### config.mk
export PLATFORM = sky130hd
export DESIGN_NAME = header_extractor
export DESIGN_NICKNAME = d
export VERILOG_FILES = /design/src/rtl/header_extractor_pkg.sv /design/src/rtl/header_extractor.sv
export SDC_FILE = /design/constraint.sdc
export NUM_CORES = 1
export LEC_CHECK = 0
export BUFFER_PORTS_ARGS = -buffer_cell sky130_fd_sc_hd__buf_4
export CORE_ASPECT_RATIO = 0.9
export CORE_UTILIZATION = 30
export DETAILED_ROUTE_END_ITERATION = 12
export GPL_TIMING_DRIVEN = 0
export PLACE_DENSITY = 0.57
export SYNTH_ARGS = -nofsm -noshare
export SYNTH_HDL_FRONTEND = slang
export SYNTH_SLANG_ARGS = --single-unit
### constraint.sdc
create_clock -name clk -period 3.8 [get_ports clk]
set_clock_uncertainty 0.15 [all_clocks]
set_input_delay 0.95 -clock clk [delete_from_list [all_inputs] [get_ports clk]]
set_output_delay 0.95 -clock clk [all_outputs]
set_load 0.01 [all_outputs]
### src/rtl/header_extractor_pkg.sv
// Shared definitions for the IPv4 header extractor: FSM states, header
// offsets and the L4 protocol numbers that carry port fields.
package header_extractor_pkg;

    typedef enum logic [2:0] {
        IDLE,
        HDR,
        OPTS,
        PORTS,
        SKIP,
        HOLD
    } state_t;

    localparam logic [6:0] PROTO_OFF    = 7'd9;
    localparam logic [6:0] SRC_IP_OFF   = 7'd12;
    localparam logic [6:0] DST_IP_OFF   = 7'd16;
    localparam logic [6:0] HDR_LAST_OFF = 7'd19;
    localparam logic [6:0] BYTE_CNT_MAX = 7'd127;

    localparam logic [7:0] PROTO_TCP = 8'd6;
    localparam logic [7:0] PROTO_UDP = 8'd17;

    function automatic logic is_l4(input logic [7:0] proto);
        return (proto == PROTO_TCP) || (proto == PROTO_UDP);
    endfunction

endpackage

### src/rtl/header_extractor.sv
// Parses an IPv4 byte stream into a {src_ip, dst_ip, protocol} + L4 port tuple
// and presents it with valid/ready; malformed or truncated packets are counted.
module header_extractor
    import header_extractor_pkg::*;
#(
    parameter int unsigned DROP_CNT_W  = 16,
    parameter bit          PASS_NON_L4 = 1'b1
) (
    input  logic                  clk,
    input  logic                  reset,
    input  logic [7:0]            in_data,
    input  logic                  in_valid,
    input  logic                  in_sop,
    input  logic                  in_eop,
    output logic                  in_ready,
    output logic [71:0]           ip_protocol,
    output logic [15:0]           src_port,
    output logic [15:0]           dst_port,
    output logic                  out_valid,
    input  logic                  out_ready,
    output logic [DROP_CNT_W-1:0] drop_count
);

    state_t      state, state_next;
    logic [6:0]  byte_cnt;
    logic [3:0]  ihl_q;
    logic        bad_q;
    logic        hdr_done_q;
    logic        ports_done_q;
    logic [31:0] src_ip;
    logic [31:0] dst_ip;
    logic [7:0]  protocol;

    logic        accept;
    logic        active;
    logic [6:0]  hdr_len;
    logic [1:0]  port_idx;
    logic        l4;
    logic        hdr_done_now;
    logic        ports_done_now;
    logic        good;
    logic        drop_old;
    logic        drop_new;
    logic [1:0]  drop_amt;
    logic [DROP_CNT_W:0] drop_sum;

    assign ip_protocol = {src_ip, dst_ip, protocol};
    assign in_ready    = (state != HOLD);
    assign out_valid   = (state == HOLD);
    assign accept      = in_valid && in_ready;
    assign active      = state inside {HDR, OPTS, PORTS, SKIP};
    assign hdr_len     = {1'b0, ihl_q, 2'b00};
    assign port_idx    = 2'(byte_cnt - hdr_len);
    assign l4          = is_l4(protocol);

    // Completion includes the byte being accepted this cycle, so an eop on the
    // last required byte still yields a good packet.
    assign hdr_done_now   = hdr_done_q || (state == HDR && byte_cnt == HDR_LAST_OFF);
    assign ports_done_now = ports_done_q || (state == PORTS && port_idx == 2'd3);
    assign good           = !bad_q && hdr_done_now && (l4 ? ports_done_now : PASS_NON_L4);

    assign drop_amt = {1'b0, drop_old} + {1'b0, drop_new};
    assign drop_sum = {1'b0, drop_count} + (DROP_CNT_W+1)'(drop_amt);

    // NOTE: sequential state uses non-blocking assignments so every register
    // samples the pre-edge values regardless of block ordering.
    always_ff @(posedge clk) begin
        if (reset) begin
            state <= IDLE;
        end else begin
            state <= state_next;
        end
    end

    // NOTE: every always_comb output gets a default first; a path that leaves
    // one unassigned would infer a latch.
    always_comb begin
        state_next = state;
        drop_old   = 1'b0;
        drop_new   = 1'b0;
        unique case (state)
            IDLE: begin
                if (accept && in_sop) begin
                    if (in_eop) drop_new = 1'b1;
                    else        state_next = HDR;
                end
            end
            HOLD: begin
                if (out_ready) state_next = IDLE;
            end
            default: begin
                if (accept) begin
                    if (in_sop) begin
                        drop_old = 1'b1;
                        if (in_eop) begin
                            drop_new   = 1'b1;
                            state_next = IDLE;
                        end else begin
                            state_next = HDR;
                        end
                    end else if (in_eop) begin
                        if (good) begin
                            state_next = HOLD;
                        end else begin
                            drop_old   = 1'b1;
                            state_next = IDLE;
                        end
                    end else begin
                        case (state)
                            HDR: begin
                                if (byte_cnt == HDR_LAST_OFF) begin
                                    if (bad_q)              state_next = SKIP;
                                    else if (ihl_q > 4'd5)  state_next = OPTS;
                                    else if (l4)            state_next = PORTS;
                                    else                    state_next = SKIP;
                                end
                            end
                            OPTS: begin
                                if (byte_cnt == hdr_len - 7'd1)
                                    state_next = l4 ? PORTS : SKIP;
                            end
                            PORTS: begin
                                if (port_idx == 2'd3) state_next = SKIP;
                            end
                            default: ;
                        endcase
                    end
                end
            end
        endcase
    end

    always_ff @(posedge clk) begin
        if (reset) begin
            byte_cnt     <= '0;
            ihl_q        <= '0;
            bad_q        <= 1'b0;
            hdr_done_q   <= 1'b0;
            ports_done_q <= 1'b0;
            protocol     <= '0;
            src_ip       <= '0;
            dst_ip       <= '0;
            src_port     <= '0;
            dst_port     <= '0;
            drop_count   <= '0;
        end else begin
            if (drop_sum[DROP_CNT_W]) drop_count <= '1;
            else                      drop_count <= drop_sum[DROP_CNT_W-1:0];

            if (accept && in_sop) begin
                // This byte is offset 0 of a new packet, whatever came before.
                ihl_q        <= in_data[3:0];
                bad_q        <= (in_data[7:4] != 4'd4) || (in_data[3:0] < 4'd5);
                byte_cnt     <= 7'd1;
                hdr_done_q   <= 1'b0;
                ports_done_q <= 1'b0;
                src_port     <= '0;
                dst_port     <= '0;
            end else if (accept && active) begin
                if (byte_cnt != BYTE_CNT_MAX) byte_cnt <= byte_cnt + 7'd1;

                if (state == HDR) begin
                    if (byte_cnt == PROTO_OFF)
                        protocol <= in_data;
                    if (byte_cnt >= SRC_IP_OFF && byte_cnt < DST_IP_OFF)
                        src_ip <= {src_ip[23:0], in_data};
                    if (byte_cnt >= DST_IP_OFF && byte_cnt <= HDR_LAST_OFF)
                        dst_ip <= {dst_ip[23:0], in_data};
                    if (byte_cnt == HDR_LAST_OFF)
                        hdr_done_q <= 1'b1;
                end

                if (state == PORTS) begin
                    if (!port_idx[1]) src_port <= {src_port[7:0], in_data};
                    else              dst_port <= {dst_port[7:0], in_data};
                    if (port_idx == 2'd3) ports_done_q <= 1'b1;
                end

                if (in_eop) byte_cnt <= '0;
            end
        end
    end

endmodule

* Word-level counts from Yosys, hierarchy flattened *
Cells that the tools add are included.

operators by class
  reduce and logical (&&, ||, !) cells = 33
  magnitude comparators = 6
  eq/ne operators = 20
  bitwise gates (word level) = 2
  multiplexer cells = 32
  $add $sub $neg = 5

operators with widths
  operator                                                                           number
  3-bit two-way mux                                                                  13
  6-bit by 4-bit inequality test with 1-bit output (second input constant)           3
  16-bit by 2-bit adder with 17-bit output                                           1
  16-bit two-way mux                                                                 1
  7-bit two-way mux                                                                  2
  1-bit two-way mux                                                                  13
  3-bit AND reduction                                                                4
  4-bit AND reduction                                                                3
  1-bit logical AND                                                                  9
  3-bit case mux with 3 select lines                                                 1
  8-bit by 3-bit == test with 1-bit output (second input constant)                   1
  8-bit by 5-bit == test with 1-bit output (second input constant)                   1
  8-bit AND reduction                                                                1
  7-bit by 1-bit adder with 7-bit output (second input constant)                     1
  7-bit by 4-bit == test with 1-bit output (second input constant)                   1
  7-bit by 5-bit == test with 1-bit output (second input constant)                   1
  7-bit == test                                                                      1
  7-bit by 4-bit >= comparator with 1-bit output (second input constant)             1
  7-bit by 5-bit >= comparator with 1-bit output (second input constant)             1
  7-bit by 5-bit less-or-equal comparator with 1-bit output (second input constant)  1
  7-bit by 5-bit less-than comparator with 1-bit output (second input constant)      1
  7-bit inequality test (second input constant)                                      1
  7-bit nonzero test                                                                 1
  6-bit by 1-bit subtractor with 7-bit output (second input constant)                1
  other kinds (23)                                                                   34

word-level totals
  input bits = 14
  output and inout port bits = 122
  register bits after elaboration = 137

* Depth between registers and ports, before layout *
Gate-level depths: netlist of the first run.

  depth in word-level cells = 14
  mapped depth = 13
  depth with buffers taken out = 12

* Least setup slack after synthesis of the first run *
OpenSTA, ideal clock, no wires.

  kind = input port to flip-flop
  from = in in_sop
  to = reg drop_count[13]
  data arrival time = 3.076 ns
  setup slack = 0.504 ns
  cell stages on the path = 10
  cells stage by stage = clkbuf_1 > nand3_1 > nor2_1 > fa_1 > ha_1 > and3_1 > nand3_1 > or4_1 > buf_2 > a21oi_1

between the ends
  longest elaborated chain between the ends = 6
  elaborated cells on any way between the ends = 11
  classes of those cells = add/sub: 2; mux: 8; reduce/logical: 1

ends and longest elaborated chain
  what                                                                     RTL line                                        source
  start: declaration                                                       header_extractor.sv:13                          input logic in_sop,
  1-bit two-way mux or 1-bit logical AND (tied branches)                   header_extractor.sv:93, header_extractor.sv:83
  1-bit two-way mux, on equally long branches                              header_extractor.sv:92, header_extractor.sv:83
  1-bit case mux with 2 select lines or 1-bit two-way mux (tied branches)  header_extractor.sv:81                          unique case (state)
  1-bit by 1-bit adder with 2-bit output (*)                               header_extractor.sv:62                          assign drop_amt = {1'b0, drop_old} + {1'b0, drop_new};
  16-bit by 2-bit adder with 17-bit output (*)                             header_extractor.sv:63                          assign drop_sum = {1'b0, drop_count} + (DROP_CNT_W+1)'(drop_amt);
  16-bit two-way mux (*)                                                   header_extractor.sv:147                         if (drop_sum[DROP_CNT_W]) drop_count <= '1;
  end signal: assignment                                                   header_extractor.sv:148                         else drop_count <= drop_sum[DROP_CNT_W-1:0];
  end: declaration                                                         header_extractor.sv:21                          output logic [DROP_CNT_W-1:0] drop_count

Every way passes the cells marked *; elsewhere a longest branch is shown, timed or not.
A chain may end at the register's enable or synchronous reset.

* Worst setup path after layout of the first run *
  from = reg byte_cnt[4]
  to = reg drop_count[13]

between the ends
  longest elaborated chain between the ends = 13

ends and longest elaborated chain
  what                                      RTL line                 source
  start: declaration                        header_extractor.sv:25   logic [6:0] byte_cnt;
  start signal: assignment                  header_extractor.sv:160  if (byte_cnt != BYTE_CNT_MAX) byte_cnt <= byte_cnt + 7'd1;
  7-bit by 5-bit == test with 1-bit output  header_extractor.sv:58   assign hdr_done_now = hdr_done_q || (state == HDR && byte_cnt == HDR_LAST_OFF);
  1-bit logical AND                         header_extractor.sv:58
  1-bit logical OR                          header_extractor.sv:58
  1-bit logical AND (2 in series)           header_extractor.sv:60   assign good = !bad_q && hdr_done_now && (l4 ? ports_done_now : PASS_NON_L4);
  1-bit two-way mux                         header_extractor.sv:102  if (good) begin
  1-bit two-way mux                         header_extractor.sv:101  end else if (in_eop) begin
  1-bit two-way mux                         header_extractor.sv:93   if (in_sop) begin
  1-bit two-way mux                         header_extractor.sv:92   if (accept) begin
  1-bit two-way mux                         header_extractor.sv:81
  1-bit by 1-bit adder with 2-bit output    header_extractor.sv:62
  16-bit by 2-bit adder with 17-bit output  header_extractor.sv:63
  16-bit two-way mux                        header_extractor.sv:147

Every way passes these cells.

==> results of run 1 <==
[cell usage in the layout, fill, tap and decap left out, types with 3 or more instances in the layout]
master     count
bufinv_16      4
mux2i_1       10
inv_1         10
o21ai_0        5
buf_6          3
nor4b_1        3
nor2_1        32
clkinv_2       3
nor4_1         3
nor4bb_1       3
a31oi_1        3
xor2_1         6
xnor2_1       15
and2_1         3
a21oi_1      119
ha_1           5
a311oi_1       3
nand3_1        9
nand2b_1       4
buf_4        133
nor3_1         7
clkbuf_16     17
nand2_1      213
nor3b_1        4
clkbuf_1      32
and3_1         7
o21a_1         3
buf_2         16
dfxtp_1      137
o31a_1         3
[power breakdown]
| group | total [mW] | internal, mW | switching, mW |
|---|---|---|---|
| registers | 1.45 | 1.45 | 0.00864 |
| clock network | 1.71 | 1.11 | 0.602 |
| logic | 0.150 | 0.0527 | 0.0976 |
[per-layer routing]
metal / wire length (um) / global-route usage / up-vias
met4: 120 / 0.05150 / 0
li1: - / - / 2628
met2: 7214 / 0.2619 / 147
met3: 1063 / 0.05225 / 12
met1: 7707 / 0.2277 / 2371
met5: 0 / 0 / -
[logic make-up (layout without fill, tap and decap cells)]
kind of cell | Yosys count | in the layout
AND/OR/NAND/NOR | 309 | 309
AO/OA/AOI/OAI | 149 | 149
flip-flops | 137 | 137
buffers and inverters | 57 | 220
XOR/XNOR | 21 | 21
multiplexers | 12 | 12
adder cells (fa/ha/maj) | 7 | 7
[tightest hold or removal path, cell delays in order, from the launching register on]
cell     delay [ps]
dfxtp_1         310
nand2_1          50
a21oi_1          50
[timing repair]
| item | in CTS | in global routing |
|---|---|---|
| pin swaps | 0 | 0 |
| resized for setup | 1 | 1 |
| endpoints found under the setup margin | 11 | 14 |
[registers in the layout (all words and copies together) (netlist names)]
name	flops
ports_done_q	1
ihl_q	4
bad_q	1
state	3
byte_cnt	7
drop_count	16
src_ip	32
dst_port	16
src_port	16
protocol	8
dst_ip	32
hdr_done_q	1
[cell type report]
type | instances | area share
well taps | 245 | 0.04073
flip-flops and latches | 137 | 0.3644
inverters | 10 | 0.004988
clock buffers | 24 | 0.06135
plain buffers | 46 | 0.02909
clock inverters | 8 | 0.01912
repair buffers | 132 | 0.1317
multi-input cells | 498 | 0.3486
[how the worst max path moves through the flow]
stage / endpoint / start / cells past startpoint
global placement: drop_count[13]$_SDFF_PP0_ / byte_cnt[0]$_SDFFE_PP0P_ / 13
global route: drop_count[13]$_SDFF_PP0_ / byte_cnt[4]$_SDFFE_PP0P_ / 13
finish: drop_count[13]$_SDFF_PP0_ / byte_cnt[4]$_SDFFE_PP0P_ / 13
CTS: drop_count[13]$_SDFF_PP0_ / byte_cnt[0]$_SDFFE_PP0P_ / 13
floorplan: drop_count[13]$_SDFF_PP0_ / in_sop / 10
detailed placement: drop_count[13]$_SDFF_PP0_ / in_sop / 10
==> summary.txt, run 1 <==
Synth
  – Synth area leaders: dfxtp_1 49%, nand2_1 14%, a21oi_1 11%
  – Ys async rst share: 0
  – Post-synthesis cell count: 692
  – XOR/XNOR share of the synthesized area: 0.03273
  – Post-synth EDFFs: 0
  – Unique cell type count in the Yosys netlist: 56
  – Largest family of logic cells by synthesized area: simple AND/OR/NAND/NOR gates
  – Post-synth top cells: 213 x nand2_1, 137 x dfxtp_1, 119 x a21oi_1
  – Most common cell in the netlist: nand2_1
  – Yosys warning count: 0
  – Post-Syn Area: 0.005619 sq mm
  – Sequential cell area fraction in the yosys report: 0.4881
  – Synth top area share: 0.4881
  – Synth Net Count: 713
  – Simple-gate share of the synthesized area: 0.2454
  – Compound-cell area share of the yosys netlist: 0.1487
  – Prevailing post-synth register cell: dfxtp_1
  – Synth area leader: dfxtp_1
  – Mux contribution to synthesized area: 0.02182
  – Flops & latches, synth: 137
  – Adder-Cell Fraction of Synth Area: 0.01692
  – Syn_area_per_cell: 8.120 sq um

Place
  – Detailed placement HPWL: 11.59 mm
  – Cell Area, Placed: 0.006917 sq mm
  – I/O Buffers: 132
  – Final GP Congestion: 0.8359
  – DP Worst Slack: -116.6 ps
  – Placed cells: 1,069

Pwr
  – Maximum vdd ir drop: 0.3389 mV
  – Pleak: 2.816 nW
  – P per Cell Area: 441.0 mW/mm^2
  – Total Power: 3.319 mW

Min path
  – Hold Path Sink: dst_ip[25]$_SDFFE_PP0P_
  – Worst Hold Class: register to register
  – Hold Crit Start: dst_ip[25]$_SDFFE_PP0P_
  – Hold depth: 2

Worst setup path
  – R2R Setup Slk: 280 ps
  – CP most frequent cell: buf_2
  – Worst path required time: 3930 ps
  – R2r worst-path depth: 13
  – Crit-path cells: buf_2 > nor3b_1 > a41oi_1 > a211oi_2 > nor2_1 > o221a_2 > fa_1 > ha_1 > and3_1 > nand3_1 > or4_1 > buf_2 > a21oi_1
  – CP bufs+invs: 2
  – Kind of critical path: register to register
  – Setup crit end kind: register
  – Worst path slowest cell: fa_1
  – CP arrival: 3650 ps
  – Top delay family on crit path: simple AND/OR/NAND/NOR gates
  – CP peak stage delay: 410 ps
  – Reg2reg start: byte_cnt[4]$_SDFFE_PP0P_
  – Reg2reg end: drop_count[13]$_SDFF_PP0_
  – Crit-path max FO: 10
  – Critical Path Start Type: register

Final layout
  – N_diodes: 0
  – Share of cells above drive strength 1: 0.2222
  – Nets: 863
  – Fillers: 1,943
  – Register area: 0.002743 sq mm
  – Final Core Density: 0.4102
  – Synth-to-layout area growth: 33.93%
  – Multi-input logic area: 0.002624 sq mm
  – Post-route cell area: 0.007526 sq mm
  – Final Non-Filler Cells: 1,100

Die
  – Initial core utilization: 0.3063
  – Area of the die: 0.01928 sq mm
  – Num ports: 136
  – Die H: 131.8 um
  – Core area: 0.01835 sq mm
  – DIE WIDTH: 146.3 um
  – Rows: 47

Drt
  – Antenna-violating nets left: 0
  – DRC violations left: 0
  – DRT iter0 DRCs: 265
  – Wire per inst: 14.64 um
  – Post-Route WL: 16.11 mm
  – Pre-antenna DRT Iters: 5
  – Via count: 5,158
  – Post-DR vias/cell: 4.689

GRT
  – Global Route Usage Sum: 0.1702
  – First-pass GRT wire length: 25.92 mm
  – Largest net degree at the start of global routing: 17
  – Gr ovfl total: 0
  – Number of global-route vias before repair: 4,829
  – Antenna violations before repair: 0

CTS
  – Post-CTS Setup Inserts: 0
  – CTS clk-pin slew, worst paths: 50 ps
  – Hold-fix buffers at CTS: 0
  – CTS Buffer Depth: 2
  – TritonCTS clock tree: done
  – CTS Sinks: 137
  – Worst-skew pair later-pin latency: 420 ps
  – Root buffer cell: clkbuf_16
  – H-tree Lvls: 4
  – CTS buffer count: 17

Timing
  – Fin crit period: 3519 ps
  – Slew @ Worst Pin: 955.3 ps
  – Hold Violations, Final: 0
  – Slack of the critical path: 280.6 ps
  – Tcrit/Tclk final: 0.9261
  – Slew margin rel.: 0.3542
  – Achievable clock frequency: 284.1 MHz
  – Worst hold slack: 300.3 ps
  – Final setup vio count: 0
  – Final Max Tran Viols: 0
  – RSZ-0062 raised after global routing: false
  – Fin Setup TNS: 0 ps

Run
  – Max_cap viols: 0

Run status
  – Status: finished clean
No activity file was read; power rests on OpenSTA's default activity.
==> inputs of run 2 (changes only) <==
--- a/config.mk
+++ b/config.mk
@@ -11,5 +11,5 @@
 export DETAILED_ROUTE_END_ITERATION = 12
 export GPL_TIMING_DRIVEN = 0
-export PLACE_DENSITY = 0.57
+export PLACE_DENSITY_LB_ADDON = 0.08
 export SYNTH_ARGS = -nofsm -noshare
 export SYNTH_HDL_FRONTEND = slang
==> constraint.sdc (replaced) <==
create_clock -name clk -period 3.8 [get_ports clk]
set_clock_uncertainty 0.15 [all_clocks]
set_input_delay 0.57 -clock clk [delete_from_list [all_inputs] [get_ports clk]]
set_output_delay 0.57 -clock clk [all_outputs]
set_load 0.01 [all_outputs]
==> run 2 against run 1 <==
Routed wire length increased by 3.9%. Via count increased by 0.87%. Non-clock buffer count unchanged. Total power down 1.1%. Clock power about the same. Combinational power hardly changed. Sequential share of layout area is essentially flat. Critical path type unchanged. Critical endpoint unchanged. Largest power group unchanged.
==> summary.txt, run 2 (synthesis results as in run 1) <==
Run status
  – Status: finished clean

Place
  – Detailed placement HPWL: 12.21 mm
  – Final GP Congestion: 0.8588
  – I/O Buffers: 132
  – Placed cells: 1,069

GRT
  – Global Route Usage Sum: 0.1739
  – Gr ovfl total: 0
  – First-pass GRT wire length: 26.18 mm
  – Largest net degree at the start of global routing: 17
  – Number of global-route vias before repair: 4,781
  – Antenna violations before repair: 0

Die
  – Core area: 0.01835 sq mm
  – DIE WIDTH: 146.3 um
  – Initial core utilization: 0.3063
  – Num ports: 136
  – Rows: 47
  – Die H: 131.8 um
  – Area of the die: 0.01928 sq mm

Min path
  – Worst Hold Class: register to register

Timing
  – Hold Violations, Final: 0
  – Fin crit period: 3576 ps
  – Final setup vio count: 0
  – Slew margin rel.: 0.3147
  – RSZ-0062 raised after global routing: false
  – Worst hold slack: 299.5 ps
  – Final Max Tran Viols: 0
  – Achievable clock frequency: 279.7 MHz
  – Slew @ Worst Pin: 1014 ps
  – Tcrit/Tclk final: 0.9410
  – Fin Setup TNS: 0 ps

Pwr
  – Pleak: 2.814 nW
  – Total Power: 3.282 mW
  – P per Cell Area: 436.5 mW/mm^2
  – Maximum vdd ir drop: 0.3364 mV

CTS
  – CTS Sinks: 137
  – Worst-skew pair later-pin latency: 430 ps
  – TritonCTS clock tree: done
  – Post-CTS Setup Inserts: 0
  – CTS Buffer Depth: 2
  – H-tree Lvls: 4
  – Root buffer cell: clkbuf_16
  – CTS clk-pin slew, worst paths: 60 ps
  – CTS buffer count: 17

Final layout
  – N_diodes: 0
  – Register area: 0.002743 sq mm
  – Most frequent cells in the layout: 213 x nand2_1, 137 x dfxtp_1, 133 x buf_4
  – Synth-to-layout area growth: 33.80%
  – Fillers: 1,886
  – Biggest regs: dst_ip: 32 flops, src_ip: 32 flops
  – Final Core Density: 0.4098
  – Share of cells above drive strength 1: 0.2286
  – Commonest non-fill, non-tap cell in the layout: nand2_1
  – Multi-input logic area: 0.002629 sq mm
  – Nets: 863
  – Final Non-Filler Cells: 1,098

Drt
  – Via count: 5,203
  – Post-DR vias/cell: 4.739
  – Pre-antenna DRT Iters: 4
  – Post-Route WL: 16.73 mm
  – DRT iter0 DRCs: 264
  – Antenna-violating nets left: 0
  – Wire per inst: 15.24 um
  – DRC violations left: 0

Worst setup path
  – Kind of critical path: register to register
  – Worst path required time: 3990 ps
  – Critical Path Start Type: register
  – Crit-path max FO: 10
  – CP arrival: 3770 ps
  – Setup crit end kind: register

Run
  – Max_cap viols: 0
-- run 2: changes by cell type in the layout (fill, tap and decap cells not counted) --
cell,change
clkinv_4,+1
buf_2,-1
nor3b_2,+1
clkbuf_4,+1
clkbuf_1,-6
inv_6,+1
nor3b_1,-1
clkinv_2,+1
bufinv_16,-1
clkinvlp_4,+2
-- run 2: path summary, 6_finish.rpt --
path	to	slack, ps	start	cells past startpoint
worst max-delay path	drop_count[13]$_SDFF_PP0_	220	protocol[2]$_SDFFE_PP0P_	12
worst min-delay path	dst_ip[27]$_SDFFE_PP0P_	300	dst_ip[27]$_SDFFE_PP0P_	2
worst max register to register	drop_count[13]$_SDFF_PP0_	220	protocol[2]$_SDFFE_PP0P_	12
worst min register to register	dst_ip[27]$_SDFFE_PP0P_	300	dst_ip[27]$_SDFFE_PP0P_	2
-- run 2: routing by layer --
metal	wire length, um	up-vias	global-route usage
met5	0	-	0
met4	255	0	0.06134
met3	910	13	0.04464
met2	7773	150	0.2767
met1	7791	2409	0.2277
li1	-	2631	-
-- run 2: area by class of cell --
class,count,area share
clock inverter,12,0.02014
multi-input combinational,498,0.3496
timing repair buffer,132,0.1318
tap,245,0.04077
sequential,137,0.3648
clock buffer,18,0.05841
buffer,46,0.02946
inverter,10,0.004993
-- run 2: timing repair --
action | in CTS | in global routing
hold buffers | 0 | 0
endpoints found under the setup margin | 10 | 13
cloned | 0 | 0
gates resized for setup | 1 | 3
-- run 2: per-stage QoR --
stage / worst slack, ps / instance area [sq um]
3_3_place_gp: 12.66 / 6917
3_5_place_dp: -54.42 / 6917
5_1_grt: 58.32 / 7518
6_report: 224.1 / 7518
2_1_floorplan: 599.4 / 5619
4_1_cts: 21.82 / 7512
-- run 2: critical path, stage by stage (launching register included) --
cell and delay, ps:
dfxtp_1 430, nor4bb_1 310, o21a_1 310, a211oi_2 140, nor2_1 120, o221a_2 210
fa_1 200, ha_1 200, and3_1 200, nand3_1 210, or4_1 630, clkbuf_4 240
a21oi_1 150
-- run 2: power breakdown --
part / leakage [nW] / switching [mW] / internal [mW]
Combinational: 1.42 / 0.0978 / 0.0528
Sequential: 1.10 / 0.00868 / 1.44
Clock: 0.288 / 0.638 / 1.04
